## src/rtl/drift_pkg.sv

```systemverilog
// rtl/drift_pkg.sv - shared types and constants for the drift event sequencer
package drift_pkg;

    localparam int N_TUBES         = 32;
    localparam int TIME_W          = 8;
    localparam int N_GROUPS        = 4;
    localparam int TUBES_PER_GROUP = 8;
    localparam int HDR_CNT_W       = 13;

    localparam int IDX_W = $clog2(N_TUBES);
    localparam int GRP_W = $clog2(N_GROUPS);
    localparam int SUB_W = $clog2(TUBES_PER_GROUP);

    localparam logic [2:0] HDR_TAG = 3'b110;
    localparam logic [2:0] HIT_TAG = 3'b101;

    typedef enum logic [2:0] {
        ST_IDLE,
        ST_RD,
        ST_WAIT,
        ST_HDR,
        ST_HIT
    } state_e;

    typedef enum logic [1:0] {
        G3A = 2'd0,
        G3B = 2'd1,
        G4A = 2'd2,
        G4B = 2'd3
    } group_e;

endpackage

```

## src/rtl/drift_word_fmt.sv

```systemverilog
// rtl/drift_word_fmt.sv - combinational packing of header and hit words
module drift_word_fmt
    import drift_pkg::*;
#(
    parameter int EVT_ID_W = 13
) (
    input  state_e              state,
    input  logic [IDX_W-1:0]    idx,
    input  logic [TIME_W-1:0]   tube_time,
    input  logic [EVT_ID_W-1:0] evt_count,
    output logic [15:0]         word
);

    // The header carries exactly 13 counter bits: narrower counters are
    // zero-extended, wider ones keep only their low bits.
    localparam int EXT_W = (EVT_ID_W > HDR_CNT_W) ? EVT_ID_W : HDR_CNT_W;

    logic [EXT_W-1:0] cnt_ext;
    group_e           grp;
    logic [SUB_W-1:0] sub;

    assign cnt_ext = EXT_W'(evt_count);
    assign grp     = group_e'(idx[IDX_W-1 -: GRP_W]);
    assign sub     = idx[SUB_W-1:0];

    always_comb begin
        word = '0;
        case (state)
            ST_HDR:  word = {HDR_TAG, cnt_ext[HDR_CNT_W-1:0]};
            ST_HIT:  word = {HIT_TAG, grp, sub, tube_time};
            default: word = '0;
        endcase
    end

endmodule

```

## src/rtl/drift_event_sequencer.sv

```systemverilog
// rtl/drift_event_sequencer.sv - unpacks 256-bit drift events into 16-bit output FIFO words
// Optional zero suppression of NO_HIT tubes is enabled by defining ZERO_SUPPRESS_EN.
module drift_event_sequencer
    import drift_pkg::*;
#(
    parameter int         FIFO_RD_LAT = 1,
    parameter int         EVT_ID_W    = 13,
    parameter logic [7:0] NO_HIT      = 8'hFF
) (
    input  logic                clk100,
    input  logic                rst_n,
    input  logic                enable,
    input  logic                evt_empty,
    output logic                evt_rd_en,
    input  logic [255:0]        evt_dout,
    input  logic                out_full,
    output logic                out_wr_en,
    output logic [15:0]         out_din,
    output logic                busy,
    output logic [EVT_ID_W-1:0] evt_count
);

`ifdef ZERO_SUPPRESS_EN
    localparam bit ZS_ON = 1'b1;
`else
    localparam bit ZS_ON = 1'b0;
`endif

    state_e              state;
    logic [IDX_W-1:0]    idx;
    logic [1:0]          wait_cnt;
    logic [255:0]        evt_reg;
    logic [TIME_W-1:0]   tubes [N_TUBES];
    logic [TIME_W-1:0]   cur_time;
    logic                skip;

    // Tube 0 sits in the most significant byte of the event word.
    always_comb begin
        for (int k = 0; k < N_TUBES; k++) begin
            tubes[k] = evt_reg[N_TUBES*TIME_W-1 - TIME_W*k -: TIME_W];
        end
    end

    assign cur_time  = tubes[idx];
    assign skip      = ZS_ON && (state == ST_HIT) && (cur_time == NO_HIT);
    assign out_wr_en = !out_full && ((state == ST_HDR) || ((state == ST_HIT) && !skip));
    assign busy      = (state != ST_IDLE);

    drift_word_fmt #(
        .EVT_ID_W (EVT_ID_W)
    ) u_word_fmt (
        .state     (state),
        .idx       (idx),
        .tube_time (cur_time),
        .evt_count (evt_count),
        .word      (out_din)
    );

    always_ff @(posedge clk100 or negedge rst_n) begin
        if (!rst_n) begin
            state     <= ST_IDLE;
            evt_rd_en <= 1'b0;
            idx       <= '0;
            wait_cnt  <= '0;
            evt_reg   <= '1;
            evt_count <= '0;
        end else begin
            case (state)
                ST_IDLE: begin
                    if (enable && !evt_empty) begin
                        evt_rd_en <= 1'b1;
                        state     <= ST_RD;
                    end
                end
                ST_RD: begin
                    evt_rd_en <= 1'b0;
                    wait_cnt  <= '0;
                    state     <= ST_WAIT;
                end
                ST_WAIT: begin
                    if (wait_cnt == 2'(FIFO_RD_LAT - 1)) begin
                        evt_reg <= evt_dout;
                        state   <= ST_HDR;
                    end else begin
                        wait_cnt <= wait_cnt + 2'd1;
                    end
                end
                ST_HDR: begin
                    if (out_wr_en) begin
                        idx   <= '0;
                        state <= ST_HIT;
                    end
                end
                ST_HIT: begin
                    // A suppressed tube advances exactly like a written one.
                    if (out_wr_en || skip) begin
                        idx <= idx + 1'b1;
                        if (idx == IDX_W'(N_TUBES - 1)) begin
                            evt_count <= evt_count + 1'b1;
                            state     <= ST_IDLE;
                        end
                    end
                end
                default: begin
                    evt_rd_en <= 1'b0;
                    state     <= ST_IDLE;
                end
            endcase
        end
    end

endmodule

```

## config.mk

```make
export PLATFORM = sky130hd
export DESIGN_NAME = drift_event_sequencer
export DESIGN_NICKNAME = d
export VERILOG_FILES = /design/src/rtl/drift_pkg.sv /design/src/rtl/drift_word_fmt.sv /design/src/rtl/drift_event_sequencer.sv
export SDC_FILE = /design/constraint.sdc
export NUM_CORES = 1
export LEC_CHECK = 0
export CORE_ASPECT_RATIO = 0.75
export CORE_MARGIN = 3
export CORE_UTILIZATION = 52
export CTS_BUF_LIST = sky130_fd_sc_hd__clkbuf_2 sky130_fd_sc_hd__clkbuf_4 sky130_fd_sc_hd__clkbuf_8
export CTS_CLUSTER_SIZE = 28
export DETAILED_ROUTE_END_ITERATION = 7
export GPL_TIMING_DRIVEN = 0
export PLACE_DENSITY = 0.82
export SYNTH_ARGS = -nofsm -noshare
export SYNTH_HDL_FRONTEND = slang
export SYNTH_SLANG_ARGS = --single-unit
```

## constraint.sdc

```tcl
create_clock -name clk100 -period 3.3 [get_ports clk100]
set_input_delay 0.33 -clock clk100 [delete_from_list [all_inputs] [get_ports clk100]]
set_output_delay 0.33 -clock clk100 [all_outputs]
set_load 0.02 [all_outputs]
```

; After elaboration in Yosys (flattened, before gate mapping)
; Cells that the tools add are included.
; W data, S select, Z words.
[word_totals]
register_bits = 280
in_bits = 261
wordCells = 57
[classes]
add_sub_neg = 3
n_lt_le_gt_ge = 1
eq_ne = 11
n_mux = 17
bitwise = 2
n_reduce_logical = 17
[op_table]
columns = op, count
row1 = $bmux W8 S5, 1
row2 = $pmux W16 S2, 1
row3 = $mux W8, 2
row4 = $mux W3, 5
row5 = $pmux W3 S5, 1
row6 = $add A13 B1 Y13 const B, 1
row7 = $mux W5, 2
row8 = $ne A2 B2 Y1 const B, 5
row9 = $pmux W5 S2, 1
row10 = $eq A3 B2 Y1 const B, 2
row11 = $ge A6 B6 Y1 const B, 1
row12 = $not A5 Y6, 1
row13 = $reduce_and A2 Y1, 3
row14 = $reduce_and A3 Y1, 2
row15 = $add A5 B1 Y5 const B, 1
row16 = $eq A5 B5 Y1 const B, 1
row17 = $reduce_and A5 Y1, 1
row18 = $pmux W2 S2, 1
row19 = $reduce_bool A2 Y1, 2
row20 = $eq A3 B1 Y1 const B, 1
row21 = $eq A3 B3 Y1 const B, 1
row22 = $logic_not A3 Y1, 1
row23 = $reduce_bool A3 Y1, 1
row24 = $reduce_or A3 Y1, 1
row25 = other kinds (10), 12

; Depth between registers and ports, before layout
; Gate-level depths: netlist of the first run.
[depth]
word_depth = 5
depth_mapped = 8
depth_no_buf = 7

; By module
; From an unflattened synthesis of the first run, not the netlist that was laid out.
[hier_totals]
cells_unflattened = 807
hier_area_um2 = 13141.4
[by_module_without_submodules]
columns = module, n_inst, cells_each, area_each_um2, seq_area_each_um2
row1 = drift_event_sequencer, 1, 788, 12966.2, 7327.0
row2 = drift_word_fmt, 1, 19, 175.2, 0.0

; Worst setup path after synthesis of the first run
; No wires, ideal clock.
[synth_timing]
path_kind = register to output
start = register idx[0]
end = output port out_din[0]
arrival_time_ps = 2011
path_slack_ps = 959
path_stages_with_launch = 7
path_buffers = 2
cell_sequence = dfrtp_1 -> buf_2 -> buf_2 -> mux4_2 -> a22oi_1 -> a21boi_0 -> a2111o_1
[synth_between]
elab_chain_cells = 5
[synth_lines]
columns = item, line
row1 = from (decl), drift_event_sequencer.sv:30  ; logic [IDX_W-1:0] idx;
row2 = from (signal assigned), drift_event_sequencer.sv:97  ; idx <= idx + 1'b1;
row3 = $not A5 Y6 (not written as such), drift_event_sequencer.sv:44  ; assign cur_time = tubes[idx];
row4 = $bmux W8 S5, drift_event_sequencer.sv:44
row5 = $mux W8 (not written as such) (2 in a row), drift_event_sequencer.sv:44
row6 = $pmux W16 S2, drift_word_fmt.sv:28  ; case (state)
row7 = to (decl), drift_event_sequencer.sv:18  ; output logic [15:0] out_din,
; Every way passes these cells. The select of a mux whose other input is x is not followed.

; Worst setup path after layout of the first run
[layout_timing]
start = register idx[0]
end = output port out_din[4]
; The elaborated chain is that of the path after synthesis.

==> run summary, run 1 <==
==================================================================================
Critical Path End                                                       out_din[4]
Sum of buffers and inverters on the critical path                                3
Final critical delay including setup and external delays                   3.19 ns
Number of input and output port buffers inserted                               292
Clock latency on the worst-skew pair                                       0.54 ns
Slack of the critical path                                                0.107 ns
Final period utilization                                                     96.8%
Count of cell instances traversed by the critical path                           7
Highest fanout seen on the critical path                                        10
Kind of capture point of the worst setup path                           output pin
Final-report max-slew violation count                                            0
Met3 wire length                                                           2.98 mm
Slowest stage cell, crit path                                         sky130_fd_sc_hd__mux4_2
R2r setup slk                                                              0.53 ns
Per-cell via count in the routed design                                       5.70
RSZ-0062 raised after global routing                                          true
Amount of wire on met2 after detailed routing                              17.1 mm
Gate count after technology mapping                                            827
Cell type group with the largest total delay on the critical path     multiplexers
Critical Path Start Type                                                      flop
Violation count after the first detailed-routing iteration                     394
Placement Rows                                                                  49
Worst flop-to-flop path startpoint                                          idx[2]
Reg clk slew, reported paths                                               0.07 ns
Ant. Diodes                                                                      0
Total leakage power                                                     0.00675 uW
Setup Skew                                                               0.0234 ns
Post-synthesis area per instance                                          15.8 um2
Flip-flop and latch area                                                  7330 um2
Synthesis-stage register bit count                                             280
Final cell utilization of the core                                           72.0%
Remaining global-route overflow                                                  0
Pin slew with the least headroom to its limit                             0.806 ns
Nets in the synthesized netlist                                               1092
Max Root-Sink Buffers                                                            3
Complex-gate fraction of the synthesized area                                3.29%
Net count, final                                                              1433
GPL Wtd Cong                                                                 0.876
Commonest register cell after synthesis                               sky130_fd_sc_hd__dfstp_2
Area of the die                                                          27100 um2
Minimum setup slack after placement                                     -0.0827 ns
Delay contributed by the slowest stage of the critical path                0.56 ns
Synth-to-Final Area Change                                                   34.1%
Worst Path Required                                                        2.97 ns
WS Path Type                                                          flop to output pin
Starting Density                                                             53.7%
Max_slew headroom                                                            46.3%
Overall global routing resource usage                                        27.1%
Y dimension of the die                                                      143 um
Post-Synth Simple-Gate Area                                                  2.83%
Post-Synth XOR/XNOR Area                                                    0.804%
Flip-flop count of the largest register, all copies and words added            256
Clock tree from TritonCTS                                                      yes
Final Hold Fails                                                                 0
Buffers inserted by post-CTS timing repair                                       0
Number of inserted filler cells in the final layout                           1646
Max-cap violations                                                               0
Number of optimization iterations in the first detailed-route pass               6
Status                                                                finished, final reports clean
Horiz. Die Dim                                                              189 um
Distinct cell type count of the synthesized netlist                             44
Core region area                                                         24300 um2
Timing-limited maximum frequency                                           313 MHz
Area of the mapped netlist                                               13100 um2
Largest family of logic cells by synthesized area                     multiplexers
Clock tree root driver cell                                           sky130_fd_sc_hd__clkbuf_8
Synth async-reset ratio                                                       100%
Layout cell share with drive strength beyond 1                               60.7%
DRC Markers                                                                      0
Vias in the first global route                                                9518
Global-route wire length before repair                                     55.5 mm
Data arrival, critical path                                                2.86 ns
Count of flip-flops with a built-in enable after synthesis                       0
Seq/Total Area, Yosys                                                        56.0%
Ports                                                                          293
Destination of the worst register-to-register timing path             evt_count[10]
Antenna-violating nets left                                                      0
Multi-input combinational cell area                                       5490 um2
Min-delay worst type                                                  input port to flop
Antenna violations before repair                                                 3
Adder and majority gate portion of the synthesized area                     0.383%
Detailed placement HPWL                                                    27.0 mm
Yosys warning count                                                              0
Detailed-routing wirelength on met1                                        15.6 mm
Number of CTS-inserted buffers                                                  44
Routed Wire Length                                                         36.5 mm
Deepest level of the CTS H-tree                                                  2
Routed wire length per instance                                            23.9 um
Series of cell instances along the critical path                      buf_6 -> buf_8 -> mux4_2 -> mux2_2 -> a22oi_1 -> o221ai_1 -> clkdlybuf4s15_1
Detailed-route via count                                                      8714
Largest net degree at the start of global routing                              107
Uppermost routed layer                                                        met5
Final number of setup-violating endpoints                                        0
Total clock sinks                                                              280
Beginning of the critical path                                              idx[0]
Power density of the placed cells                                      1010 nW/um2
Proportion of synthesized area in mux cells                                  34.4%
Peak supply drop                                                          0.532 mV
R2r worst-path depth                                                             8
==================================================================================
[cells by family after synthesis]
kind of cell,after synthesis
xor+xnor,12
fa+ha+maj,4
simple gates,72
compound gates,56
flops,280
buf+inv,65
mux,338
[through the flow]
| stage | power, uW | area (um2) | setup TNS, ns | cells | hold WS [ns] |
|---|---|---|---|---|---|
| floorplan | 12100 | 13100 | 0 | 827 | 0.0344 |
| global placement | 14100 | 16400 | -1818.87 | 1450 | 0.474 |
| detailed placement | 14400 | 16500 | -0.319 | 1452 | 0.409 |
| CTS | 17700 | 17500 | 0 | 1528 | 0.371 |
| global route | 18600 | 17500 | -0.0426 | 1528 | 0.375 |
| finish | 17600 | 17500 | 0 | 1528 | 0.392 |
[timing repair]
action,in CTS,in global routing
hold buffers,1,0
cloned,0,0
gates resized for setup,39,22
hold endpoints to repair,13,0
setup endpoints to repair,10,13
[per-layer routing]
metal	GRT usage (%)	up-vias
met3	8.19	73
met4	6.85	6
li1	-	3792
met2	43.2	312
met1	36.9	4531
met5	0	-
[Yosys cell counts (7+ instances only)]
cell | number | area share, %
sky130_fd_sc_hd__nor2_1 | 18 | 0.52
sky130_fd_sc_hd__o221ai_1 | 7 | 0.47
sky130_fd_sc_hd__dfrtp_1 | 24 | 4.6
sky130_fd_sc_hd__mux2_2 | 268 | 23
sky130_fd_sc_hd__mux4_2 | 62 | 11
sky130_fd_sc_hd__inv_1 | 7 | 0.20
sky130_fd_sc_hd__a22oi_1 | 10 | 0.57
sky130_fd_sc_hd__nand2_1 | 17 | 0.49
sky130_fd_sc_hd__o21ai_0 | 7 | 0.27
sky130_fd_sc_hd__a22o_1 | 20 | 1.3
sky130_fd_sc_hd__nor3_1 | 7 | 0.27
sky130_fd_sc_hd__buf_2 | 37 | 1.4
sky130_fd_sc_hd__mux2i_1 | 8 | 0.61
sky130_fd_sc_hd__dfstp_2 | 256 | 51
sky130_fd_sc_hd__clkbuf_1 | 16 | 0.46
[cell type report]
type / count / share of cell area (%)
Inverter: 8 / 0.171
Clock inverter: 5 / 0.285
Tap cell: 331 / 2.36
Timing Repair Buffer: 295 / 17.0
Buffer: 57 / 2.01
Multi-Input combinational cell: 482 / 31.3
Sequential cell: 280 / 41.8
Clock buffer: 70 / 5.03
[power breakdown]
| part | switching [uW] | internal, uW | leakage [uW] |
|---|---|---|---|
| clock | 1350 | 1760 | 0.000499 |
| combinational | 3260 | 4110 | 0.00324 |
| sequential | 840 | 6300 | 0.00301 |
| total | 5450 | 12200 | 0.00675 |
[how the worst min path moves through the flow]
| stage | from | end | cells after the start |
|---|---|---|---|
| global route | evt_dout[124] | evt_reg[124] | 2 |
| global placement | wait_cnt[0] | wait_cnt[0] | 2 |
| detailed placement | rst_n | evt_count[1] | 1 |
| finish | evt_dout[124] | evt_reg[124] | 2 |
| floorplan | rst_n | evt_count[0] | 0 |
| CTS | evt_dout[124] | evt_reg[124] | 2 |
[layout by cell type (no fill, tap or decap), types with 8 or more instances in the layout]
cell	count
sky130_fd_sc_hd__mux2_2	268
sky130_fd_sc_hd__nor2_1	10
sky130_fd_sc_hd__clkbuf_8	57
sky130_fd_sc_hd__mux2i_1	8
sky130_fd_sc_hd__dfrtp_1	24
sky130_fd_sc_hd__dfstp_2	256
sky130_fd_sc_hd__a22o_1	20
sky130_fd_sc_hd__nand2_1	17
sky130_fd_sc_hd__mux4_2	62
sky130_fd_sc_hd__clkdlybuf4s50_1	283
sky130_fd_sc_hd__a22oi_1	10
sky130_fd_sc_hd__clkbuf_4	17
sky130_fd_sc_hd__clkbuf_1	10
sky130_fd_sc_hd__buf_2	30
(Power assumes the default switching activity.)
==> inputs of run 2 (changes only) <==
Settings changed: CTS_CLUSTER_DIAMETER from default to 150, SKIP_LAST_GASP from default to 1.
==> run summary, run 2 (synthesized netlist as in run 1, its figures left out) <==
=====================================================================================
Clock tree from TritonCTS                                                         yes
Antenna-violating nets left                                                         0   unchanged
Total leakage power                                                        0.00637 uW   -5.7%
Power density of the placed cells                                          945 nW/um2   -6.0%
Ports                                                                             293   unchanged
Pin slew with the least headroom to its limit                                0.837 ns   +0.0311 ns
CP dominant cell by count                                                sky130_fd_sc_hd__buf_6
Synth-to-Final Area Change                                                      28.6%
Core region area                                                            24300 um2   unchanged
Detailed-route via count                                                         8435   -3.2%
Final-report max-slew violation count                                               0   unchanged
Delay contributed by the slowest stage of the critical path                   0.57 ns   about the same
Max_slew headroom                                                               44.2%   -2.1 points
Final cell utilization of the core                                              69.1%   -2.9 points
Deepest level of the CTS H-tree                                                     1   -1
GPL Wtd Cong                                                                    0.876   unchanged
Final period utilization                                                        98.0%   +1.2 points
Clock latency on the worst-skew pair                                          0.54 ns   about the same
Layout cell share with drive strength beyond 1                                  58.8%   -1.9 points
Min-delay worst type                                                     input port to flop
DRC Markers                                                                         0   unchanged
Placement Rows                                                                     49   unchanged
Y dimension of the die                                                         143 um   unchanged
Placed instance count                                                            1452   unchanged
Flip-flop count of the largest register, all copies and words added               256   unchanged
Per-cell via count in the routed design                                          5.73   +0.55%
Routed wire length per instance                                               24.1 um   +0.97%
Largest net degree at the start of global routing                                 107   unchanged
Final critical delay including setup and external delays                      3.23 ns   +0.0408 ns
Final Hold Fails                                                                    0   unchanged
Critical Path Start Type                                                         flop
Net count, final                                                                 1402   -2.2%
Setup Skew                                                                  0.0195 ns   -0.00394 ns
Max-cap violations                                                                  0   unchanged
Horiz. Die Dim                                                                 189 um   unchanged
Slowest stage cell, crit path                                            sky130_fd_sc_hd__mux4_2
Detailed placement HPWL                                                       27.0 mm   unchanged
Vias in the first global route                                                   9096   -4.4%
Area of the die                                                             27100 um2   unchanged
Ant. Diodes                                                                         0   unchanged
RSZ-0062 raised after global routing                                             true
Commonest cells after routing, fill and taps aside                       sky130_fd_sc_hd__clkdlybuf4s50_1 (283), sky130_fd_sc_hd__mux2_2 (268), sky130_fd_sc_hd__dfstp_2 (256), sky130_fd_sc_hd__mux4_2 (62), sky130_fd_sc_hd__buf_2 (31)
Global-route wire length before repair                                        53.8 mm   -3.2%
Antenna violations before repair                                                    3   unchanged
Data arrival, critical path                                                   2.90 ns   +0.04 ns
Violation count after the first detailed-routing iteration                        529   +34%
Clock tree root driver cell                                              sky130_fd_sc_hd__clkbuf_8
Peak supply drop                                                             0.406 mV   -24%
Overall global routing resource usage                                           26.1%   -0.95 points
Overall power consumption                                                    15900 uW   -9.8%
Status                                                                   finished, final reports clean
Kind of capture point of the worst setup path                              output pin
WS Path Type                                                             flop to output pin
Routed Wire Length                                                            35.5 mm   -2.8%
Timing-limited maximum frequency                                              309 MHz   -1.3%
Buffers inserted by post-CTS timing repair                                          0   unchanged
Number of CTS-inserted buffers                                                     13   -70%
Worst Path Required                                                           2.97 ns   about the same
Reg clk slew, reported paths                                                  0.17 ns   +0.10 ns
Most frequent standard cell in the layout excluding fill and tap cells   sky130_fd_sc_hd__clkdlybuf4s50_1
Max Root-Sink Buffers                                                               3   unchanged
Series of cell instances along the critical path                         buf_6 -> buf_6 -> mux4_2 -> a22o_1 -> nor2_2 -> o221ai_1 -> dlygate4sd2_1
Total clock sinks                                                                 280   unchanged
Starting Density                                                                53.7%   unchanged
Final number of setup-violating endpoints                                           0   unchanged
Remaining global-route overflow                                                     0   unchanged
Number of optimization iterations in the first detailed-route pass                  5   -1
Number of input and output port buffers inserted                                  292   unchanged
Highest fanout seen on the critical path                                           10   unchanged
Cell Count, Final, Fillers Out                                                   1471   -3.7%
=====================================================================================
run 2: cell types whose count changed in the layout (fill, tap and decap cells not counted), sizes merged:
| cell | before | now |
|---|---|---|
| clkbuf | 87 | 33 |
| clkinv | 5 | 1 |
| buf | 44 | 46 |
| bufinv | 1 | 0 |
| clkdlybuf4s15 | 2 | 1 |
| clkinvlp | 0 | 1 |
run 2: final timing paths:
check | from | end | slack, ns | cells after the start
max | idx[0] | out_din[4] | 0.07 | 7
min | evt_dout[169] | evt_reg[169] | 0.39 | 2
max reg2reg | idx[2] | evt_count[10] | 0.55 | 8
min reg2reg | evt_count[12] | evt_count[12] | 0.51 | 1
max in group asynchronous | rst_n | evt_reg[99] | 1.56 | 4
min in group asynchronous | rst_n | evt_count[3] | 0.40 | 2
run 2: critical path: cells and delay by family (launching register included):
kind | cells | cell delay (ns)
mux | 1 | 0.57
compound gates | 2 | 0.41
flops | 1 | 0.40
simple gates | 1 | 0.20
buf+inv | 3 | 0.77
run 2: where the power goes:
| part | internal (uW) | switching [uW] |
|---|---|---|
| sequential | 6270 | 833 |
| clock | 419 | 1010 |
| combinational | 4120 | 3240 |
run 2: final cells by class:
cell class,count,area (um2)
Buffer,57,353
Clock buffer,17,209
Sequential cell,280,7330
Fill cell,1732,7520
Timing Repair Buffer,295,2980
Inverter,8,30.0
Clock inverter,1,7.51
Tap cell,331,414
Multi-Input combinational cell,482,5500
run 2: through the flow:
stage	setup slack [ns]	TNS (ns)	area, um2	hold slack (ns)
floorplan	0.959	0	13100	0.0344
global placement	-9.77	-1818.87	16400	0.474
detailed placement	-0.0827	-0.319	16500	0.409
CTS	-0.0151	-0.0269	16800	0.365
global route	-0.109	-0.143	16800	0.362
finish	0.0661	0	16800	0.388
run 2: repair_timing:
item / 4_1_cts / 5_1_grt
hold buffers: 1 / 0
gates resized for setup: 40 / 24
setup endpoints to repair: 10 / 15
hold endpoints to repair: 13 / 0
run 2: metal layers:
layer	track usage [%]	vias to the layer above	share of wire [%]	routed length [um]
met2	42.4	293	47	16700
met4	4.19	6	1.3	465
met3	7.10	36	8.1	2880
met1	36.6	4405	43	15400
met5	0	-	0.093	33
li1	-	3695	-	-
